<file path="src/rtl/ldp_transport_ctrl.sv">
// Transport sequencer for the virtual laserdisc player: turns play/pause/search
// requests into MPEG decoder register writes and stream-seek handshakes.
module ldp_transport_ctrl #(
  parameter logic [4:0]  REG_CTRL     = 5'd0,
  parameter logic [4:0]  REG_FLUSH    = 5'd1,
  parameter logic [31:0] MAX_FRAME    = 32'd54000,
  parameter logic [23:0] SEEK_TIMEOUT = 24'd12_000_000
) (
  input  logic        sys_clk,
  input  logic        RESET_N,
  input  logic        play_req,
  input  logic        pause_req,
  input  logic        search_req,
  input  logic [31:0] search_frame,
  input  logic        mpeg_busy,
  input  logic        v_sync,
  input  logic        seek_ack,
  output logic [4:0]  reg_addr,
  output logic        reg_wr_en,
  output logic [31:0] reg_dta_in,
  output logic        seek_req,
  output logic [31:0] seek_frame,
  output logic [31:0] cur_frame,
  output logic        is_playing,
  output logic        is_paused,
  output logic        is_searching,
  output logic        seek_error
);

  typedef enum logic [2:0] {
    ST_STOP   = 3'd0,
    ST_PLAY   = 3'd1,
    ST_PAUSE  = 3'd2,
    ST_FLUSH  = 3'd3,
    ST_SEEK   = 3'd4,
    ST_RESUME = 3'd5
  } state_t;

  localparam logic [31:0] CTRL_RUN    = 32'h0000_0001;
  localparam logic [31:0] CTRL_FREEZE = 32'h0000_0003;
  localparam logic [31:0] FLUSH_GO    = 32'h0000_0001;

  state_t      r_state, w_state_nxt;
  state_t      r_wr_next, w_wr_next;
  logic        r_wr_pend;
  logic [4:0]  r_reg_addr, w_q_addr;
  logic [31:0] r_reg_dta, w_q_dta;
  logic        w_queue, w_wr_fire, w_vs_rise, w_tmo_hit, w_frame_inc, w_eod;
  logic        w_accept_search, w_seek_done, w_seek_abort;
  logic        r_vs_d;
  logic [23:0] r_tmo_cnt;
  logic        r_seek_req, r_seek_error;
  logic [31:0] r_seek_frame, r_cur_frame, w_target;
  logic        r_is_playing, r_is_paused, r_is_searching;

  // A queued write issues in the first cycle the decoder is not busy.
  assign w_wr_fire   = r_wr_pend & ~mpeg_busy;
  assign w_vs_rise   = v_sync & ~r_vs_d;
  assign w_tmo_hit   = (r_tmo_cnt == (SEEK_TIMEOUT - 24'd1));
  assign w_frame_inc = (r_state == ST_PLAY) & w_vs_rise;
  assign w_eod       = w_frame_inc & (r_cur_frame >= (MAX_FRAME - 32'd1));
  assign w_target    = (search_frame > MAX_FRAME) ? MAX_FRAME : search_frame;

  // Next-state selection and write-queue requests.
  always_comb begin
    w_state_nxt     = r_state;
    w_queue         = 1'b0;
    w_q_addr        = r_reg_addr;
    w_q_dta         = r_reg_dta;
    w_wr_next       = r_wr_next;
    w_accept_search = 1'b0;
    w_seek_done     = 1'b0;
    w_seek_abort    = 1'b0;
    case (r_state)
      ST_STOP, ST_PLAY, ST_PAUSE: begin
        if (r_wr_pend) begin
          if (w_wr_fire) begin
            w_state_nxt = r_wr_next;
          end else begin
            w_state_nxt = r_state;
          end
        end else if (search_req) begin
          w_accept_search = 1'b1;
          w_queue         = 1'b1;
          w_q_addr        = REG_FLUSH;
          w_q_dta         = FLUSH_GO;
          w_wr_next       = ST_SEEK;
          w_state_nxt     = ST_FLUSH;
        end else if (pause_req && (r_state == ST_PLAY)) begin
          w_queue   = 1'b1;
          w_q_addr  = REG_CTRL;
          w_q_dta   = CTRL_FREEZE;
          w_wr_next = ST_PAUSE;
        end else if (play_req && (r_state != ST_PLAY)) begin
          w_queue   = 1'b1;
          w_q_addr  = REG_CTRL;
          w_q_dta   = CTRL_RUN;
          w_wr_next = ST_PLAY;
        end else if (w_eod) begin
          // End of disc: freeze on the last frame.
          w_queue   = 1'b1;
          w_q_addr  = REG_CTRL;
          w_q_dta   = CTRL_FREEZE;
          w_wr_next = ST_PAUSE;
        end else begin
          w_state_nxt = r_state;
        end
      end
      ST_FLUSH, ST_RESUME: begin
        if (w_wr_fire) begin
          w_state_nxt = r_wr_next;
        end else begin
          w_state_nxt = r_state;
        end
      end
      ST_SEEK: begin
        if (seek_ack) begin
          w_seek_done = 1'b1;
          w_queue     = 1'b1;
          w_q_addr    = REG_CTRL;
          w_q_dta     = CTRL_FREEZE;
          w_wr_next   = ST_PAUSE;
          w_state_nxt = ST_RESUME;
        end else if (w_tmo_hit) begin
          w_seek_abort = 1'b1;
          w_state_nxt  = ST_PAUSE;
        end else begin
          w_state_nxt = ST_SEEK;
        end
      end
      default: begin
        w_state_nxt = ST_STOP;
      end
    endcase
  end

  // State register.
  always_ff @(posedge sys_clk or negedge RESET_N) begin
    if (!RESET_N) begin
      r_state <= ST_STOP;
    end else begin
      r_state <= w_state_nxt;
    end
  end

  // Single-entry write queue and decoder register port.
  always_ff @(posedge sys_clk or negedge RESET_N) begin
    if (!RESET_N) begin
      r_wr_pend  <= 1'b0;
      r_reg_addr <= 5'd0;
      r_reg_dta  <= 32'd0;
      r_wr_next  <= ST_STOP;
    end else if (w_queue) begin
      r_wr_pend  <= 1'b1;
      r_reg_addr <= w_q_addr;
      r_reg_dta  <= w_q_dta;
      r_wr_next  <= w_wr_next;
    end else if (w_wr_fire) begin
      r_wr_pend <= 1'b0;
    end else begin
      r_wr_pend <= r_wr_pend;
    end
  end

  // Seek handshake, timeout counter, error flag and frame tracking.
  always_ff @(posedge sys_clk or negedge RESET_N) begin
    if (!RESET_N) begin
      r_vs_d       <= 1'b0;
      r_tmo_cnt    <= 24'd0;
      r_seek_req   <= 1'b0;
      r_seek_frame <= 32'd0;
      r_seek_error <= 1'b0;
      r_cur_frame  <= 32'd0;
    end else begin
      r_vs_d <= v_sync;
      if ((r_state == ST_SEEK) && !w_seek_done && !w_seek_abort) begin
        r_tmo_cnt <= r_tmo_cnt + 24'd1;
      end else begin
        r_tmo_cnt <= 24'd0;
      end
      if ((r_state == ST_FLUSH) && w_wr_fire) begin
        r_seek_req <= 1'b1;
      end else if (w_seek_done || w_seek_abort) begin
        r_seek_req <= 1'b0;
      end else begin
        r_seek_req <= r_seek_req;
      end
      if (w_accept_search) begin
        r_seek_frame <= w_target;
        r_seek_error <= 1'b0;
      end else if (w_seek_abort) begin
        r_seek_error <= 1'b1;
      end else begin
        r_seek_error <= r_seek_error;
      end
      if (w_seek_done) begin
        r_cur_frame <= r_seek_frame;
      end else if (w_frame_inc && (r_cur_frame < MAX_FRAME)) begin
        r_cur_frame <= r_cur_frame + 32'd1;
      end else begin
        r_cur_frame <= r_cur_frame;
      end
    end
  end

  // Status flags follow the state register by one cycle.
  always_ff @(posedge sys_clk or negedge RESET_N) begin
    if (!RESET_N) begin
      r_is_playing   <= 1'b0;
      r_is_paused    <= 1'b0;
      r_is_searching <= 1'b0;
    end else begin
      r_is_playing   <= (r_state == ST_PLAY);
      r_is_paused    <= (r_state == ST_PAUSE);
      r_is_searching <= (r_state == ST_FLUSH) || (r_state == ST_SEEK) ||
                        (r_state == ST_RESUME);
    end
  end

  assign reg_wr_en    = w_wr_fire;
  assign reg_addr     = r_reg_addr;
  assign reg_dta_in   = r_reg_dta;
  assign seek_req     = r_seek_req;
  assign seek_frame   = r_seek_frame;
  assign cur_frame    = r_cur_frame;
  assign is_playing   = r_is_playing;
  assign is_paused    = r_is_paused;
  assign is_searching = r_is_searching;
  assign seek_error   = r_seek_error;

endmodule
</file>
<file path="config.mk">
export PLATFORM = sky130hd
export DESIGN_NAME = ldp_transport_ctrl
export DESIGN_NICKNAME = d
export VERILOG_FILES = /design/src/rtl/ldp_transport_ctrl.sv
export SDC_FILE = /design/constraint.sdc
export NUM_CORES = 1
export LEC_CHECK = 0
export ABC_CLOCK_PERIOD_IN_PS = 2000
export BUFFER_PORTS_ARGS = -buffer_cell sky130_fd_sc_hd__buf_2
export CELL_PAD_IN_SITES_DETAIL_PLACEMENT = 1
export CELL_PAD_IN_SITES_GLOBAL_PLACEMENT = 1
export CORE_MARGIN = 2
export CORE_UTILIZATION = 30
export DETAILED_ROUTE_END_ITERATION = 7
export PLACE_DENSITY = 0.71
export SYNTH_ARGS = -nofsm -noshare
export SYNTH_HDL_FRONTEND = slang
export SYNTH_SLANG_ARGS = --single-unit
</file>
<file path="constraint.sdc">
create_clock -name sys_clk -period 2 [get_ports sys_clk]
set_input_delay 0.6 -clock sys_clk [delete_from_list [all_inputs] [get_ports sys_clk]]
set_output_delay 0.6 -clock sys_clk [all_outputs]
set_load 0.05 [all_outputs]
</file>
==> results of run 1 <==
==> final cells by class <==
cell class	count	area, um^2
Multi-Input combinational cell	392	2501
Clock inverter	4	76.32
Clock buffer	12	246.5
Fill cell	1999	10350
Sequential cell	103	2603
Tap cell	225	281.5
Inverter	7	26.28
Timing Repair Buffer	164	1030
==> cells by family (layout without fill, tap and decap cells) <==
group / Yosys count / count (layout) / synth area share (%)
buf+inv: 65 / 187 / 7.557
xor+xnor: 22 / 22 / 3.695
mux: 8 / 8 / 1.584
other cells: 1 / 34 / 0.07191
flops: 103 / 103 / 49.42
simple gates: 248 / 248 / 25.31
fa+ha+maj: 2 / 2 / 0.4798
compound gates: 78 / 78 / 11.88
==> registers in the layout (all words and copies together) (netlist names), 2 cells and up <==
register and count:
seek_frame 32, r_tmo_cnt 24, r_wr_next 3, r_state 3
cur_frame 32, reg_dta_in 2
==> how the worst max path moves through the flow <==
stage | to | slack, ns | cells past startpoint
after global routing | cur_frame[3] | -0.10 | 6
after detailed placement | seek_frame[7] | -0.11 | 6
final | cur_frame[3] | -0.04 | 6
after global placement | cur_frame[9] | -0.05 | 6
after floorplan | cur_frame[14] | -0.17 | 6
after CTS | cur_frame[10] | -0.03 | 7
==> power groups by stage <==
stage          clock network (W)  logic [W]  registers (W)
3_3_place_gp                   0    0.00227        0.00255
3_5_place_dp                   0    0.00235        0.00256
5_1_grt                  0.00205    0.00263        0.00257
6_report                 0.00191    0.00245        0.00254
4_1_cts                  0.00197    0.00237        0.00252
2_1_floorplan                  0    0.00115        0.00304
==> metal layers <==
metal | part of all wire, % | vias up | wire, um
met3 | 4.3 | 20 | 662
met2 | 53 | 84 | 8231
met4 | 2.2 | 0 | 340
met1 | 40 | 2258 | 6258
met5 | 0 | - | 0
li1 | - | 2092 | -
==> cells in the final DEF, fill, tap and decap left out, types with 7 or more instances in the layout <==
| cell type | netlist | layout |
|---|---|---|
| nor3_1 | 10 | 10 |
| nand3_1 | 22 | 21 |
| buf_2 | 3 | 111 |
| dfrtp_1 | 103 | 83 |
| and2_1 | 19 | 19 |
| nand2_1 | 75 | 75 |
| nand4_1 | 12 | 12 |
| clkbuf_16 | 0 | 9 |
| a21oi_1 | 14 | 14 |
| nor4_1 | 10 | 8 |
| a22o_1 | 8 | 8 |
| o22a_1 | 8 | 8 |
| and3_1 | 17 | 15 |
| buf_4 | 35 | 43 |
| nor2_1 | 45 | 43 |
| conb_1 | 1 | 34 |
| inv_1 | 7 | 7 |
| dfrtp_2 | 0 | 20 |
| xor2_1 | 19 | 19 |
==> through the flow <==
stage	total power (W)	setup WS [ns]	util [%]
6_report	0.006905	-0.04115	39.52
5_1_grt	0.007257	-0.1042	39.52
4_1_cts	0.006867	-0.02519	38.49
3_5_place_dp	0.004908	-0.1072	36.30
3_3_place_gp	0.004819	-0.05029	36.30
2_1_floorplan	0.004189	-0.1652	-
==> timing repair <==
action / 4_1_cts / 5_1_grt
setup endpoints to repair: 13 / 22
cloned: 0 / 0
gates resized for setup: 7 / 24
hold buffers: 0 / 0
setup buffers: 1 / 7
pin swaps: 1 / 12
==> worst max-delay path, stage by stage, from the launching register on <==
cell	delay (ns)
dfrtp_2	0.43
or4b_4	0.55
nor4_4	0.27
nor4_4	0.08
buf_4	0.16
and3_4	0.17
a211o_1	0.26
==> flow_summary.yaml, run 1 <==
route:
  drt_first_pass_iters: 4
  final_antenna_net_count: 0
  wire_per_inst_um: 17.08
  vias: 4454
  drc_errors: 0
  routed_via_density: 4.911
  first_iter_violations: 149
  wl_um: 15490
grt:
  met3_usage_pct: 4.251
  grtUsageMet2_pct: 30.89
  met1_usage_pct: 19.51
  grtUsageTotal_pct: 17.05
  globalRouteOverflowTotal: 0
  busiest_layer: "met2"
  grt_pass1_wl_um: 24560
  grt_max_degree: 104
  first_global_vias: 4778
  grt_antenna_before_repair: 0
timing:
  maxSlewViolCount: 0
  relSlewSlack_pct: 59.96
  setup_ws_ns: -0.04115
  fmax_mhz: 489.9
  finClkSkew_ns: 0.008777
  fin_tns_setup_ns: -0.04115
  fin_crit_sh_pct: 102.1
  rsz0062_at_grt: "true"
  tightest_slew_ns: 0.6005
  hold_viol: 0
  setup_violations: 1
  min_period_ns: 2.041
  hold_ws_ns: 0.2777
worst_setup_path:
  r2r_end: "cur_frame[3]"
  worstSetupPathType: "flop to flop"
  critical_path.max_fanout: 5
  worst_setup_path_start_kind: "flop"
  r2r.worst_path.cells: 6
  startpoint: "cur_frame[10]"
  r2r_setup_slack_ns: -0.04
  reg2reg_from: "cur_frame[10]"
  cp.required_ns: 2.23
  cp-end-kind: "flop"
  critPathArrivalTime_ns: 2.27
logic_synthesis:
  async_flop_share_pct: 100.0
  yosys.area.top_type: "dfrtp_1"
  avgSynthCellArea_um2: 9.896
  synth_cell_type_count: 64
  synth-seq-cells: 103
  synthFlopType: "dfrtp_1"
  yosysTopAreaCellShare_pct: 49.42
  synthCells: 527
  ys.warnings.count: 0
  netlist_area_um2: 5215
  synth_most_common_cell: "dfrtp_1"
  synthTopCellsByArea: "dfrtp_1 49%, nand2_1 5.4%, buf_4 5.0%, nor2_1 3.2%, xor2_1 3.2%"
  yosys-top-cells-count: "103 x dfrtp_1, 75 x nand2_1, 45 x nor2_1, 35 x buf_4, 22 x nand3_1"
  seq_area_frac_synth_pct: 49.42
  synth-edff-count: 0
clock_network:
  clk_pin_slew_ns: 0.07
  clk_latency_ns: 0.35
  cts_tree: "yes"
  htreeDepth: 3
  cts_num_sinks: 103
  cts_root_buffer: "clkbuf_16"
  cts_max_path_buffers: 2
  cts_buffers: 9
placed_design:
  dp_hpwl_um: 11320
  io_buffers: 112
  gp_congestion: 0.8141
  dpl-instance-area_um2: 6213
  placedCellCount: 883
power:
  vdd_drop_max_uv: 435.3
  power_density_nw_per_um2: 1021
  p_clk_share_pct: 27.7
  p_sw_w: 0.002664
  p_sw_share_pct: 38.59
  pwr-share-comb_pct: 35.5
  internal-power_w: 0.004240
  leakagePower_nw: 3.287
  power_frac_seq_pct: 36.8
status:
  violations: "setup timing"
  status: "finished, violations left"
layout:
  design_area_um2: 6764
  nets: 719
  area_growth_pct: 29.70
  stdcell_count: 907
  num_antenna_cells: 0
  layout-drive-gt1-share_pct: 34.46
floorplanning:
  die-area_um2: 18450
  die_w_um: 135.8
  ios: 147
  fp.dieH_um: 135.8
  row_count: 48
  core_area_um2: 17120
  start_util_pct: 30.47
flow_run:
  maxCapViolations: 0
min_path:
  min_path_type: "input port to async pin"
Note: power is estimated with default switching activity, not from simulation.
==> inputs of run 2 (changes only) <==
Settings changed: CORE_UTILIZATION 30 to 36, PLACE_DENSITY 0.71 to 0.82.
==> run 2 against run 1 <==
Net effect:
- the run still ends with setup timing left
- first-iteration DRC count is 52% higher
- final cell count shrank 4.3%
- clock power shrank 8%
- worst hold slack worse by 0.057 ns
- critical path type unchanged
- critical endpoint is now cur_frame[10]
- largest power group unchanged
==> flow_summary.yaml, run 2 (same netlist as run 1, synthesis figures left out) <==
worst_setup_path:
  worst_setup_path_start_kind: "flop"
  worstSetupPathType: "flop to flop"
  cp-end-kind: "flop"
  reg2reg_from: "cur_frame[16]"
  critPathArrivalTime_ns: 2.37
  startpoint: "cur_frame[16]"
  r2r_setup_slack_ns: -0.08
  r2r.worst_path.cells: 7
  r2r_end: "cur_frame[10]"
  cp.required_ns: 2.29
  critical_path.max_fanout: 3
status:
  status: "finished, violations left"
  violations: "setup timing"
grt:
  grt_pass1_wl_um: 27050
  first_global_vias: 5174
  grtUsageTotal_pct: 21.91
  grt_max_degree: 37
  grt_antenna_before_repair: 0
  globalRouteOverflowTotal: 0
layout:
  final_common_cell: "buf_2"
  area_growth_pct: 28.72
  num_antenna_cells: 0
  fill_cells: 1620
  layout-drive-gt1-share_pct: 34.88
  nets: 725
  final_cell_mix: "110 x buf_2, 84 x dfrtp_1, 75 x nand2_1"
  final_core_util_pct: 47.80
timing:
  fmax_mhz: 480.2
  hold_viol: 0
  setup_violations: 8
  hold_ws_ns: 0.2207
  fin_crit_sh_pct: 104.1
  tightest_slew_ns: 0.5446
  rsz0062_at_grt: "true"
  setup_ws_ns: -0.08251
  relSlewSlack_pct: 63.45
  min_period_ns: 2.083
  finClkSkew_ns: 0.01270
  maxSlewViolCount: 0
route:
  first_iter_violations: 226
  drc_errors: 0
  vias: 4703
  drt_first_pass_iters: 4
  final_antenna_net_count: 0
  routed_via_density: 5.418
  wl_um: 17230
  wire_per_inst_um: 19.85
floorplanning:
  ios: 147
  die-area_um2: 15470
  start_util_pct: 37.14
  core_area_um2: 14040
  die_w_um: 124.4
  fp.dieH_um: 124.4
  row_count: 43
clock_network:
  cts_hold_buf: 0
  clk_pin_slew_ns: 0.08
  cts_buffers: 9
  cts_max_path_buffers: 2
  cts_tree: "yes"
  cts_root_buffer: "clkbuf_16"
  cts_num_sinks: 103
  clk_latency_ns: 0.37
  htreeDepth: 3
placed_design:
  io_buffers: 112
  gp_congestion: 0.8482
  dp_hpwl_um: 11860
  dpl_worst_slack_ns: -0.1221
flow_run:
  maxCapViolations: 0
min_path:
  min_path_type: "input port to async pin"
power:
  leakagePower_nw: 3.331
  vdd_drop_max_uv: 611.2
  power_density_nw_per_um2: 1016
  total_power_w: 0.006818
run 2: cell count changes in the layout (fill, tap and decap cells not counted), sizes merged:
cell    before  now
inv          8   11
clkinv       0    2
buf        164  170
bufinv       2    0
clkbuf      12    9
run 2: cell type report:
| cell class | instances | area, um^2 | share of cell area (%) |
|---|---|---|---|
| flip-flops and latches | 103 | 2601 | 38.75 |
| multi-input cells | 392 | 2502 | 37.28 |
| repair buffers | 170 | 1069 | 15.92 |
| clock buffers | 9 | 225.2 | 3.355 |
| well taps | 180 | 225.2 | 3.355 |
| clock inverters | 7 | 63.81 | 0.9506 |
| inverters | 7 | 26.28 | 0.3914 |
run 2: how the worst max path moves through the flow:
stage | slack, ns | cells after the start | to
finish | -0.08 | 7 | cur_frame[10]
global route | -0.15 | 7 | cur_frame[10]
CTS | -0.007 | 6 | cur_frame[3]
detailed placement | -0.12 | 7 | cur_frame[10]
global placement | -0.06 | 7 | cur_frame[10]
floorplan | -0.17 | 6 | cur_frame[14]
run 2: critical path, stage by stage, from the launching register on:
cell,delay (ns)
dfrtp_2,0.43
nor4_4,0.32
nand3_2,0.15
buf_6,0.17
a2111oi_4,0.35
buf_4,0.20
mux2_4,0.30
o21ai_2,0.10
run 2: what timing repair did:
action | in CTS | in global routing
setup endpoints to repair | 15 | 27
gates resized for setup | 13 | 19
setup buffers | 6 | 5
pin swaps | 5 | 9
run 2: report_power, final:
group	switching, W	leakage [nW]	total, W	internal [W]
clock network	0.000874	0.140	0.00175	0.000872
logic	0.00173	1.89	0.00253	0.000797
registers	0.000241	1.30	0.00254	0.00230
total	0.00285	3.33	0.00682	0.00397
run 2: routing by layer:
metal / vias to the layer above / track usage, % / wire [um]
met1: 2418 / 25.10 / 6903
met5: - / 0 / 0
met2: 146 / 37.77 / 8926
li1: 2107 / - / -
met4: 0 / 9.319 / 420
met3: 32 / 6.787 / 982
run 2: stage by stage:
step                instances  area [um^2]  setup TNS [ns]
floorplan                 560         5378         -0.5033
global placement          841         6180         -0.2291
detailed placement        841         6180          -1.274
CTS                       863         6594       -0.007075
global route              868         6713          -1.100
finish                    868         6713         -0.2889
==> inputs of run 3 (changes only) <==
Settings changed: CORE_UTILIZATION 36 to 37, CTS_BUF_LIST set to sky130_fd_sc_hd__clkbuf_4, PLACE_DENSITY 0.82 to 0.84.
==> run 3 against run 2 <==
Net effect:
- the flow still finishes with violations (setup timing)
- fmax shrank 0.24%
- utilization barely moved
- sequential power hardly changed
- combinational power is 2% higher
- register-to-register slack about the same
- total power decreased by 8.5%
- global-route usage is 0.14 points higher
- critical path type unchanged
- highest routed layer unchanged
==> flow_summary.yaml, run 3 (same netlist as run 1, synthesis figures left out) <==
worst_setup_path:
  reg2reg_from: "cur_frame[30]"
  critPathArrivalTime_ns: 2.47
  cp-end-kind: "flop"
  critical_path.max_fanout: 4
  worstSetupPathType: "flop to flop"
  cp.required_ns: 2.38
  r2r.worst_path.cells: 8
  worst_setup_path_start_kind: "flop"
  r2r_setup_slack_ns: -0.09
  r2r_end: "cur_frame[1]"
timing:
  relSlewSlack_pct: 64.34
  rsz0062_at_grt: "true"
  min_period_ns: 2.088
  setup_ws_ns: -0.08751
  setup_violations: 5
  fin_crit_sh_pct: 104.4
  hold_viol: 0
  hold_ws_ns: 0.2893
  finClkSkew_ns: 0.02777
  fmax_mhz: 479.0
  tightest_slew_ns: 0.5349
  maxSlewViolCount: 0
floorplanning:
  die-area_um2: 15060
  ios: 147
  fp.dieH_um: 122.7
  start_util_pct: 37.72
  row_count: 43
  die_w_um: 122.7
  core_area_um2: 13830
min_path:
  min_path_cells: 1
  min_path_type: "input port to flop"
  hold_path_end: "r_vs_d"
  min-delay-start: "v_sync"
placed_design:
  dp_hpwl_um: 11470
  dpl-instance-area_um2: 6167
  gp_congestion: 0.8544
  io_buffers: 112
grt:
  first_global_vias: 4929
  grt_pass1_wl_um: 25660
  grtUsageTotal_pct: 22.05
  globalRouteOverflowTotal: 0
  grt_antenna_before_repair: 0
  grt_max_degree: 39
route:
  vias: 4588
  final_antenna_net_count: 0
  drt_first_pass_iters: 4
  drc_errors: 0
  wire_per_inst_um: 18.36
  first_iter_violations: 241
  routed_via_density: 5.268
  wl_um: 15990
clock_network:
  htreeDepth: 3
  cts_root_buffer: "clkbuf_4"
  cts_buffers: 9
  cts_num_sinks: 103
  clk_pin_slew_ns: 0.15
  cts_tree: "yes"
  clk_latency_ns: 0.49
  cts_max_path_buffers: 2
layout:
  nets: 728
  final_cell_mix: "104 x buf_2, 81 x dfrtp_1, 75 x nand2_1"
  final_common_cell: "buf_2"
  design_area_um2: 6616
  num_antenna_cells: 0
  area_growth_pct: 26.87
  fill_cells: 1572
  multi_input_area_um2: 2502
  regArea_um2: 2605
  final_core_util_pct: 47.85
  layout-drive-gt1-share_pct: 35.89
power:
  power_density_nw_per_um2: 942.7
  leakagePower_nw: 3.269
  vdd_drop_max_uv: 536.1
status:
  status: "finished, violations left"
  violations: "setup timing"
flow_run:
  maxCapViolations: 0
## run 3: how the worst max path moves through the flow
stage / startpoint / end / slack, ns / cells after the start
detailed placement: cur_frame[28] / cur_frame[3] / -0.14 / 6
global route: cur_frame[30] / cur_frame[1] / -0.20 / 8
CTS: cur_frame[11] / cur_frame[3] / -0.06 / 7
global placement: cur_frame[28] / cur_frame[4] / -0.05 / 6
finish: cur_frame[30] / cur_frame[1] / -0.09 / 8
floorplan: cur_frame[19] / cur_frame[14] / -0.17 / 6
## run 3: critical path, stage by stage, from the launching register on
cell and delay, ns:
dfrtp_2 0.47, nor4_4 0.28, nand3_2 0.15, buf_6 0.17
nor4_4 0.41, buf_4 0.20, buf_6 0.10, nor3_2 0.03
nor3_1 0.17
## run 3: layer usage
metal,global-route usage (%),wire length [um],up-vias
li1,-,-,2107
met1,25.71,6573,2343
met2,38.74,8376,116
met3,6.552,841,22
met4,6.968,203,0
met5,0,0,-
## run 3: layout make-up
cell class / count / share of cell area [%]
multi-input combinational: 392 / 37.82
sequential: 103 / 39.37
clock buffer: 12 / 1.362
inverter: 7 / 0.3971
clock inverter: 4 / 0.7375
tap: 180 / 3.404
timing repair buffer: 173 / 16.91
## run 3: what timing repair did
action | CTS | global route
hold buffers | 1 | 0
resized for setup | 24 | 24
endpoints found under the hold margin | 1 | 0
pin swaps | 9 | 12
buffers inserted | 8 | 5
endpoints found under the setup margin | 14 | 28
## run 3: metrics by stage
stage,setup TNS [ns],worst slack [ns],cells,total power (W)
6_report,-0.2612,-0.08751,871,0.006237
4_1_cts,-0.09084,-0.05903,866,0.006116
3_3_place_gp,-0.2576,-0.05343,841,0.004774
2_1_floorplan,-0.5033,-0.1652,560,0.004189
3_5_place_dp,-1.127,-0.1396,841,0.004870
5_1_grt,-1.070,-0.1970,871,0.006557
## run 3: where the power goes
part | internal (W) | leakage (nW) | switching [W]
Sequential | 0.00230 | 1.30 | 0.000243
Combinational | 0.000883 | 1.89 | 0.00170
Clock | 0.000423 | 0.0813 | 0.000689
Total | 0.00361 | 3.27 | 0.00263
